`src/rtl/fifo_data_width_conversion.sv`:
```
// Purpose: registered lookup-table converter, Celsius <-> Fahrenheit, on 8-bit integer temperatures.
// Latency: two rising edges (address register, then output register); one new input per cycle.
// Backpressure: none; free-running datapath that always accepts and always presents a result.
module fifo_data_width_conversion #(
  // ROM address is {unit, temperature}, so this must be DATA_WIDTH+1
  parameter int ADDR_WIDTH = 9,
  parameter int DATA_WIDTH = 8
) (
  input  logic                  clk_i,
  input  logic                  rst_ni,
  input  logic [DATA_WIDTH-1:0] temperature_i,
  input  logic                  unit_i,
  output logic [DATA_WIDTH-1:0] temperature_o
);

  localparam int ROM_DEPTH = 2 ** ADDR_WIDTH;
  localparam int HALF      = 2 ** DATA_WIDTH;

  // Contents of one ROM entry. The lower half holds C->F values, the upper half F->C.
  // Inputs are clamped to the physically meaningful range (0..100 C, 32..212 F), and
  // the +2/5 and +4/9 offsets give round-to-nearest. Denominators 5 and 9 never
  // produce an exact half, so there is no tie to break.
  function automatic logic [DATA_WIDTH-1:0] rom_entry(input int addr);
    int t;
    int r;
    t = addr % HALF;
    if (addr >= HALF) begin
      if (t < 32)  t = 32;
      if (t > 212) t = 212;
      r = (5 * (t - 32) + 4) / 9;
    end else begin
      if (t > 100) t = 100;
      r = (9 * t + 2) / 5 + 32;
    end
    return DATA_WIDTH'(r);
  endfunction

  logic [DATA_WIDTH-1:0] rom [ROM_DEPTH];
  logic [ADDR_WIDTH-1:0] addr_q;

  // Fill every ROM entry with an elaboration-time constant
  for (genvar i = 0; i < ROM_DEPTH; i++) begin : g_rom
    localparam logic [DATA_WIDTH-1:0] ENTRY = rom_entry(i);
    assign rom[i] = ENTRY;
  end

  // Stage 1: capture the lookup address; reset parks it at entry 0
  always_ff @(posedge clk_i or negedge rst_ni) begin
    if (!rst_ni) begin
      addr_q <= '0;
    end else begin
      addr_q <= {unit_i, temperature_i};
    end
  end

  // Stage 2: register the ROM output; reset drops any in-flight result
  always_ff @(posedge clk_i or negedge rst_ni) begin
    if (!rst_ni) begin
      temperature_o <= '0;
    end else begin
      temperature_o <= rom[addr_q];
    end
  end

endmodule

```
`config.mk`:
```
export PLATFORM = sky130hd
export DESIGN_NAME = fifo_data_width_conversion
export DESIGN_NICKNAME = d
export VERILOG_FILES = /design/src/rtl/fifo_data_width_conversion.sv
export SDC_FILE = /design/constraint.sdc
export NUM_CORES = 1
export LEC_CHECK = 0
export CORE_MARGIN = 4
export CORE_UTILIZATION = 43
export CTS_BUF_LIST = sky130_fd_sc_hd__clkbuf_2
export DETAILED_ROUTE_END_ITERATION = 16
export PLACE_DENSITY_LB_ADDON = 0.2
export SETUP_SLACK_MARGIN = 0.4
export SKIP_LAST_GASP = 1
export SLEW_MARGIN = 25
export SYNTH_ARGS = -nofsm -noshare
export SYNTH_HDL_FRONTEND = slang
export SYNTH_SLANG_ARGS = --single-unit
```
`constraint.sdc`:
```
create_clock -name clk_i -period 2.4 [get_ports clk_i]
set_input_delay 0.48 -clock clk_i [delete_from_list [all_inputs] [get_ports clk_i]]
set_output_delay 0.48 -clock clk_i [all_outputs]
set_load 0.005 [all_outputs]
```
# Word level (Yosys, flattened, before mapping)
# Memories as Yosys holds them, arrays and structs flattened. A register that Yosys moved wholly into a read port is not among the register bits.
# Index checks and enable logic that the tools add are counted.
[totals]
mem_count = 1
regBits = 9
rom_bits = 4096
input_bits = 11
ramBits = 0
latch_bits = 0
elab_cells = 4
[op_classes]
div_mod_pow = 0
mux = 0
order_cmp = 0
shift = 0
n_addsub = 0
multipliers = 0
bitwise_logic = 1
eq_ne = 0
reduce_logical = 1
[memory_table]
columns = ["memory", "words", "width", "read_ports", "rd_clocked_by_memory_dff", "wr", "line_no", "rtl"]
rows = [
  ["(name not given)", 512, 8, 1, 1, 0, "61", "temperature_o <= rom[addr_q];"],
]
[op_table]
columns = ["op", "n"]
rows = [
  ["9-bit NOT with 10-bit output", 1],
  ["1-bit zero test", 1],
]

# Longest topological paths before layout
# Gate-level depths: netlist (run 1).
[depth]
word_depth = 1
ltp_mapped = 10
ltp_nobuf = 8

# Least setup slack after synthesis (run 1)
# Ideal clock, no wire load.
[synth_timing]
path_type = "flip-flop to flip-flop"
start = "register addr_q[1]"
end = "register temperature_o[3]"
path_stages_with_launch = 10
synth_period_minus_slack_ns = 2.149
path_slack_ns = 0.251
t_arrival_ns = 2.029
path_cell_list = "dfrtp_1 -> buf_4 -> inv_1 -> ha_1 -> clkbuf_1 -> or2_2 -> a31oi_1 -> a211oi_1 -> nor3_1 -> a31o_2"
[synth_via]
elab_chain_len = 1
[synth_rtl]
columns = ["item", "line_no", "rtl"]
rows = [
  ["start: declaration", "39", "logic [ADDR_WIDTH-1:0] addr_q;"],
  ["start signal: assignment", "52", "addr_q <= {unit_i, temperature_i};"],
  ["9-bit NOT with 10-bit output (implied by the code)", "61", ""],
  ["end: declaration", "13", "output logic [DATA_WIDTH-1:0] temperature_o"],
]
# No other way between the ends.

# Worst setup path after layout (run 1)
[layout_timing]
start = "register addr_q[1]"
end = "register temperature_o[1]"
# Same word-level chain as after synthesis.

==> results of run 1 <==
## kinds of logic (layout without fill, tap and decap cells)
family	after synthesis	count (layout)	synth area share (%)
AO/OA/AOI/OAI	138	138	35.5
XOR/XNOR	3	3	1.02
adder cells (fa/ha/maj)	19	19	9.27
buffers and inverters	46	68	10.6
flip-flops	17	17	16.6
multiplexers	8	8	3.22
AND/OR/NAND/NOR	123	123	23.8
## flip-flops by register name, indices dropped and copies added, names as in the netlist
register / count
addr_q: 9
temperature_o: 8
## Yosys cell counts (4+ instances only)
cell	instances	area, sq um
a211oi_1	6	45.0
o221ai_1	6	52.6
nor3_1	9	45.0
a31oi_1	7	43.8
or2_2	4	25.0
buf_4	7	52.6
a22oi_1	4	30.0
o22ai_1	5	31.3
a21oi_1	37	185
buf_2	11	55.1
nor2b_1	11	68.8
ha_1	19	238
nand2b_1	16	100
buf_6	8	90.1
dfrtp_1	17	425
mux2i_1	6	60.1
nor2_1	22	82.6
nand2_1	39	146
inv_1	9	33.8
o21ai_0	32	160
clkbuf_1	8	30.0
nand3_1	7	35.0
## layout by cell type, fill, tap and decap left out, types with 4 or more instances in the layout
cell type,netlist,routed
nor3_1,9,5
a21oi_1,37,33
o21ai_1,3,5
ha_1,19,13
inv_1,9,6
nor2b_1,11,10
nand2_1,39,39
o21ai_0,32,29
dfrtp_1,17,12
a31oi_1,7,6
a211oi_1,6,6
buf_6,8,4
o22ai_1,5,5
o221ai_1,6,5
ha_4,0,4
nor3_2,0,4
nor2_1,22,22
buf_4,7,27
a21oi_2,0,4
or2_2,4,4
nand2b_1,16,14
clkbuf_2,0,4
nand3_1,7,7
mux2i_1,6,6
clkdlybuf4s50_1,0,18
dfrtp_2,0,4
## area by class of cell
cell class | count | area, sq um
clock buffers | 4 | 20.0
fillers | 521 | 2470
inverters | 11 | 48.8
multi-input cells | 291 | 2080
flip-flops and latches | 17 | 434
well taps | 72 | 90.1
repair buffers | 53 | 500
## layer usage
metal  wire length [um]  GRT usage [%]  up-vias
li1                   -              -     1348
met1               3780           35.0     1372
met2               4010           35.2      199
met3                876           3.59       30
met4                215           7.63        0
met5                  0              0        -
## report_power, final
group	total (mW)	leakage, nW	internal [mW]	switching, mW
logic	0.542	1.02	0.247	0.294
registers	0.338	0.196	0.309	0.0283
clock network	0.144	0.0166	0.0441	0.100
total	1.02	1.23	0.601	0.423
## repair_timing
item                                    4_1_cts  5_1_grt
pin swaps                                     1       19
setup buffers                                 2        6
resized for setup                             9       44
gates cloned                                  1        0
endpoints found under the setup margin        5        5
## worst reg2reg max path, stage by stage (launching register included)
cell	delay, ns
dfrtp_2	0.42
clkinvlp_4	0.19
buf_6	0.18
ha_4	0.17
mux2i_1	0.19
a21oi_1	0.09
or3_1	0.34
a311oi_1	0.27
o21ai_1	0.09
## final timing paths
check	start	endpoint	cells past startpoint	slack [ns]
max in group asynchronous	rst_ni	addr_q[3]$_DFF_PN0_	2	1.72
setup / recovery	addr_q[1]$_DFF_PN0_	temperature_o[1]$_DFF_PN0_	8	0.37
hold / removal	rst_ni	temperature_o[0]$_DFF_PN0_	2	0.45
hold reg to reg	addr_q[7]$_DFF_PN0_	temperature_o[5]$_DFF_PN0_	1	0.72
min in group clk_i	unit_i	addr_q[8]$_DFF_PN0_	1	0.56
setup reg to reg	addr_q[1]$_DFF_PN0_	temperature_o[1]$_DFF_PN0_	8	0.37
==> results.cfg, run 1 <==
[min_path]
worstHoldPathType = input port to async pin

[timing]
setup_violations = 0
clock.fmax_mhz = 492
fin_ws_ns = 0.369
tightest_slew_ns = 0.550
hold_viol = 0
finalSetupTns_ns = 0
final_max_slew_viol_count = 0
fin_crit_ns = 2.03
holdWs_ns = 0.445
grt_setup_unrepaired = yes
finClkSkew_ns = 0.0201
fin_crit_sh_pct = 84.6
max-slew-margin-rel_pct = 63.2

[drt]
drt.antenna.violating_nets = 0
wl_mm = 8.88
num_vias = 2949
wl_per_cell_um = 19.8
first_pass_iters = 5
viasPerCell = 6.58
drc_errors = 0
drtIter0Drc = 369

[die]
die_w_um = 85.2
rows = 27
ioPinCount = 19
initial_core_util_pct = 45.5
die_area_sq_um = 7270
die_h_um = 85.2
core-area_sq_um = 5640

[power_and_ir_drop]
fin_total_pwr_mw = 1.02
powerDensity_nw_per_um2 = 323
p_leak_nw = 1.23
ir_drop_mv = 0.289

[setup_path]
crit_buf_inv = 2
critPathSlowestCell = dfrtp_2
cp-start-kind = flip-flop
crit_path_end_kind = flip-flop
cp.required_ns = 2.62
cp_slowest_stage_delay_ns = 0.42
cp_cell_sequence = clkinvlp_4, buf_6, ha_4, mux2i_1, a21oi_1, or3_1, a311oi_1, o21ai_1
worst-path-max-fanout = 6
arrival_ns = 2.25
cp_top_family = compound AO/OA/AOI/OAI gates
crit_type = flip-flop to flip-flop

[clock_tree]
cts_tree = built
hold_buffers = 0
numCtsBuffers = 3
clk_pin_slew_ns = 0.19
clkLatencyLatePin_ns = 0.33
cts.sink_count = 17
clk_path_buf_depth = 2
cts_root_buf = clkbuf_2
htree_levels = 1

[placed_design]
dp_cells = 435
dpl-instance-area_sq_um = 2820
io_buffers = 18
dp_hpwl_mm = 6.03
dp_slack_ns = 0.250
place_congestion = 0.968

[layout]
syn2layout_area_growth_pct = 23.6
drive_gt1_share_pct = 25.0
antennaDiodeCount = 0
layout.cells.non_filler = 448
fin_util_pct = 56.2
final_nets = 407
final_area_sq_um = 3170

[yosys]
synth_enable_flop_cells = 0
syn_nets = 384
async_flop_share_pct = 100
synth.distinct_cells = 62
synth-main-ff-cell = dfrtp_1
synthCells = 354
ys_ff_latch = 17
avgSynthCellArea_sq_um = 7.25
netlist_area_sq_um = 2560
yosysSeqAreaShare_pct = 16.6
ys_warn_count = 0

[global_route]
grt_pass1_wl_mm = 14.1
overflow = 0
grt_usage_pct = 23.8
grt_max_degree = 25
first_global_vias = 2676
antenna_found_initial = 0

[run]
drv_cap = 0

[status]
outcome = finished, final reports clean
Power figures use the tool's default switching activity.
==> run 2: changes to the inputs <==
clock period = 2.1 ns   (was 2.4 ns; I/O delays follow)
==> results.cfg, run 2 (synthesis results as in run 1) <==
[status]
outcome = finished, final reports clean

[setup_path]
crit_path_end_kind = flip-flop
worstSetupStartpoint = addr_q[1]$_DFF_PN0_
arrival_ns = 2.23
rrSetupSlack_ns = 0.1
crit_type = flip-flop to flip-flop
cp.required_ns = 2.33
cp-start-kind = flip-flop
worst-path-max-fanout = 7
reg2reg_from = addr_q[1]$_DFF_PN0_

[timing]
fin_crit_ns = 2.00
clock.fmax_mhz = 499
fin_ws_ns = 0.0955
tightest_slew_ns = 0.420
finalSetupTns_ns = 0
setup_violations = 0
max-slew-margin-rel_pct = 71.9
fin_crit_sh_pct = 95.5
hold_viol = 0
final_max_slew_viol_count = 0
grt_setup_unrepaired = yes
finClkSkew_ns = 0.0281

[layout]
final_cell_mix = nand2_1, a21oi_1, buf_4, o21ai_0, nor2_1
fin_util_pct = 59.9
largest_reg_flops = 9
multi_input_comb_area_sq_um = 2200
final_area_sq_um = 3380
regMostFlops = addr_q
final_nets = 414
antennaDiodeCount = 0
drive_gt1_share_pct = 31.3
reg_top3 = addr_q: 9 flops, temperature_o: 8 flops
final_common_cell = nand2_1
syn2layout_area_growth_pct = 31.8
fillerInstances = 489
regArea_sq_um = 430

[power_and_ir_drop]
powerDensity_nw_per_um2 = 362
p_leak_nw = 1.30
fin_total_pwr_mw = 1.23
ir_drop_mv = 0.242

[global_route]
grt_most_used_layer = met2
first_global_vias = 2663
overflow = 0
grt_usage_pct = 24.1
grt_max_degree = 42
use_met3_pct = 3.11
grt_pass1_wl_mm = 14.0
grtUsageMet2_pct = 36.9
antenna_found_initial = 0
use_met1_pct = 35.2

[die]
initial_core_util_pct = 45.5
rows = 27
die_h_um = 85.2
core-area_sq_um = 5640
die_w_um = 85.2
ioPinCount = 19
die_area_sq_um = 7270

[clock_tree]
htree_levels = 1
clkLatencyLatePin_ns = 0.32
clk_pin_slew_ns = 0.20
cts_tree = built
clk_path_buf_depth = 2
cts_root_buf = clkbuf_2
hold_buffers = 0
cts.sink_count = 17
numCtsBuffers = 3

[drt]
drtIter0Drc = 300
wl_per_cell_um = 20.3
viasPerCell = 6.39
wl_mm = 9.22
drt.antenna.violating_nets = 0
num_vias = 2906
drc_errors = 0
first_pass_iters = 6

[placed_design]
dp_hpwl_mm = 6.13
dp_slack_ns = 0.0715
place_congestion = 0.963
dpl-instance-area_sq_um = 2970
io_buffers = 18

[min_path]
worstHoldPathType = input port to async pin

[run]
drv_cap = 0
-- run 2: cell count changes in the layout (fill, tap and decap cells not counted), moves of 4 or more --
cell / before / now
o21ai_0: 29 / 25
buf_4: 27 / 31
ha_1: 13 / 8
ha_4: 4 / 8
-- run 2: path summary, 6_finish.rpt --
path                                                   end  depth (start not counted)
worst min-delay path            temperature_o[2]$_DFF_PN0_                          2
worst max register to register  temperature_o[2]$_DFF_PN0_                          7
worst max-delay path            temperature_o[2]$_DFF_PN0_                          7
max in group asynchronous              addr_q[4]$_DFF_PN0_                          2
worst min register to register  temperature_o[5]$_DFF_PN0_                          2
min in group clk_i                     addr_q[8]$_DFF_PN0_                          1
-- run 2: layout make-up --
cell class | count | share of cell area [%]
Inverter | 11 | 1.41
Sequential cell | 17 | 12.7
Timing Repair Buffer | 60 | 17.5
Clock buffer | 4 | 0.592
Multi-Input combinational cell | 291 | 65.1
Tap cell | 72 | 2.66
-- run 2: through the flow --
stage,instances,hold slack (ns)
finish,455,0.391
CTS,453,0.399
floorplan,354,0.124
detailed placement,443,0.625
global placement,443,0.628
global route,455,0.407
-- run 2: repair_timing --
action	4_1_cts	5_1_grt
resized for setup	16	56
pin swaps	7	21
setup buffers	5	2
gates cloned	1	0
setup endpoints to repair	7	7
-- run 2: per-layer routing --
| metal | share of wire (%) | up-vias |
|---|---|---|
| met5 | 0 | - |
| met4 | 2.1 | 0 |
| met3 | 8.6 | 20 |
| met2 | 47 | 168 |
| met1 | 43 | 1362 |
| li1 | - | 1356 |
-- run 2: critical path, stage by stage (launching register included) --
cell        delay (ns)
dfrtp_2           0.42
clkinvlp_4        0.23
buf_6             0.21
ha_1              0.21
a2111oi_1         0.47
nor3_1            0.08
nor4_1            0.24
nor4_1            0.07
-- run 2: power breakdown --
group          switching, mW  internal, mW  total (mW)  leakage, nW
clock                  0.117        0.0504       0.167       0.0166
sequential            0.0190         0.353       0.372        0.197
combinational          0.373         0.313       0.686         1.08
total                  0.508         0.717        1.23         1.30
==> run 3: changes to the inputs <==
CORE_MARGIN = unset   (was 4)
RECOVER_POWER = 50   (was unset)
==> results.cfg, run 3 (synthesis results as in run 1) <==
[status]
outcome = finished, final reports clean

[setup_path]
crit_path_end_kind = flip-flop
reg2reg_from = addr_q[1]$_DFF_PN0_
crit_buf_inv = 3
cp_common_cell = nor4_1
cp.required_ns = 2.35
path_depth = 10
rrSetupSlack_ns = 0.09
arrival_ns = 2.26
cp_slowest_stage_delay_ns = 0.44
timing.rr.end = temperature_o[2]$_DFF_PN0_
ff2ff_path_depth = 10
crit_type = flip-flop to flip-flop
cp-start-kind = flip-flop
worst-path-max-fanout = 5
cp_cell_sequence = clkinvlp_4, buf_4, buf_6, ha_1, o21bai_2, a2bb2oi_2, nand2_1, a21oi_1, nor4_1, nor4_1
cp_top_family = buffers and inverters
critPathSlowestCell = dfrtp_2

[timing]
fin_crit_sh_pct = 95.5
finClkSkew_ns = 0.0111
hold_viol = 0
finalSetupTns_ns = 0
final_max_slew_viol_count = 0
clock.fmax_mhz = 499
max-slew-margin-rel_pct = 28.9
setup_violations = 0
grt_setup_unrepaired = yes
fin_crit_ns = 2.01
tightest_slew_ns = 1.07

[clock_tree]
cts_root_buf = clkbuf_2
clk_path_buf_depth = 2
cts_tree = built
hold_buffers = 0
clkLatencyLatePin_ns = 0.34
numCtsBuffers = 3
htree_levels = 1
clk_pin_slew_ns = 0.20
cts.sink_count = 17

[drt]
first_pass_iters = 6
drc_errors = 0
drtIter0Drc = 622
drt.antenna.violating_nets = 0
wl_mm = 9.15
viasPerCell = 6.54
wl_per_cell_um = 19.9
num_vias = 3002

[die]
initial_core_util_pct = 45.5
die_h_um = 79.2
rows = 27
die_area_sq_um = 6280
ioPinCount = 19
die_w_um = 79.2
core-area_sq_um = 5640

[power_and_ir_drop]
powerDensity_nw_per_um2 = 367
clockPowerShare_pct = 14.7
p_leak_nw = 1.30
combPwrFrac_pct = 54.9
p_seq_share_pct = 30.3
swShare_pct = 41.8
ir_drop_mv = 0.281
p_int_uw = 708
p_sw_uw = 509

[layout]
final_cell_mix = nand2_1, buf_4, a21oi_1, o21ai_0, nor2_1
layout.cells.non_filler = 459
final_common_cell = nand2_1
fillerInstances = 499
antennaDiodeCount = 0
regMostFlops = addr_q
largest_reg_flops = 9
drive_gt1_share_pct = 27.4
reg_top3 = addr_q: 9 flops, temperature_o: 8 flops
final_nets = 418
syn2layout_area_growth_pct = 29.2

[global_route]
grt_pass1_wl_mm = 14.4
first_global_vias = 2844
overflow = 0
grt_usage_pct = 29.7
grt_max_degree = 33
antenna_found_initial = 0

[placed_design]
place_congestion = 0.954
io_buffers = 18
dp_hpwl_mm = 5.84
dp_cells = 440

[min_path]
min_path_cells = 1
hold_start = unit_i
min_to = addr_q[8]$_DFF_PN0_
worstHoldPathType = input port to flip-flop

[run]
drv_cap = 0
## run 3: cell type report
| class | count | area (sq um) | share of cell area [%] |
|---|---|---|---|
| Tap cell | 72 | 90.1 | 2.72 |
| Timing Repair Buffer | 64 | 636 | 19.2 |
| Clock buffer | 4 | 20.0 | 0.604 |
| Inverter | 11 | 45.0 | 1.36 |
| Multi-Input combinational cell | 291 | 2090 | 63.1 |
| Sequential cell | 17 | 430 | 13.0 |
## run 3: power by group through the flow
stage	Combinational [mW]	Clock (mW)	Sequential (mW)
after CTS	0.636	0.177	0.369
after detailed placement	0.565	0	0.375
final	0.669	0.179	0.369
after global placement	0.563	0	0.374
after floorplan	0.386	0	0.377
after global routing	0.715	0.193	0.373
## run 3: metrics by stage
step | worst slack [ns] | area [sq um] | utilization, % | power [mW] | hold slack, ns
after floorplan | 0.0940 | 2660 | - | 0.763 | 0.124
after global placement | 0.125 | 2960 | 52.5 | 0.937 | 0.604
after detailed placement | 0.0762 | 2960 | 52.5 | 0.940 | 0.603
after CTS | 0.100 | 3270 | 57.9 | 1.18 | 0.411
after global routing | 0.0162 | 3310 | 58.7 | 1.28 | 0.583
final | 0.0941 | 3310 | 58.7 | 1.22 | 0.609
## run 3: what timing repair did
action                                  in CTS  in global routing
resized for setup                           32                 13
hold endpoints to repair                     0                  0
buffers inserted                            13                  0
endpoints found under the setup margin       7                  7
cloned                                       2                  0
pin swaps                                   14                  5
## run 3: layer usage
metal	vias to the layer above	global-route usage (%)	wire [um]
met3	60	7.93	1080
li1	1360	-	-
met1	1348	40.4	3730
met5	-	0	0
met2	234	43.1	3940
met4	0	13.8	399
## run 3: worst max-delay path by stage
stage | slack [ns] | startpoint | endpoint
after global routing | 0.02 | addr_q[1]$_DFF_PN0_ | temperature_o[0]$_DFF_PN0_
after global placement | 0.13 | addr_q[1]$_DFF_PN0_ | temperature_o[2]$_DFF_PN0_
after detailed placement | 0.08 | addr_q[1]$_DFF_PN0_ | temperature_o[0]$_DFF_PN0_
after CTS | 0.10 | addr_q[1]$_DFF_PN0_ | temperature_o[1]$_DFF_PN0_
after floorplan | 0.09 | addr_q[1]$_DFF_PN0_ | temperature_o[1]$_DFF_PN0_
final | 0.09 | addr_q[1]$_DFF_PN0_ | temperature_o[2]$_DFF_PN0_
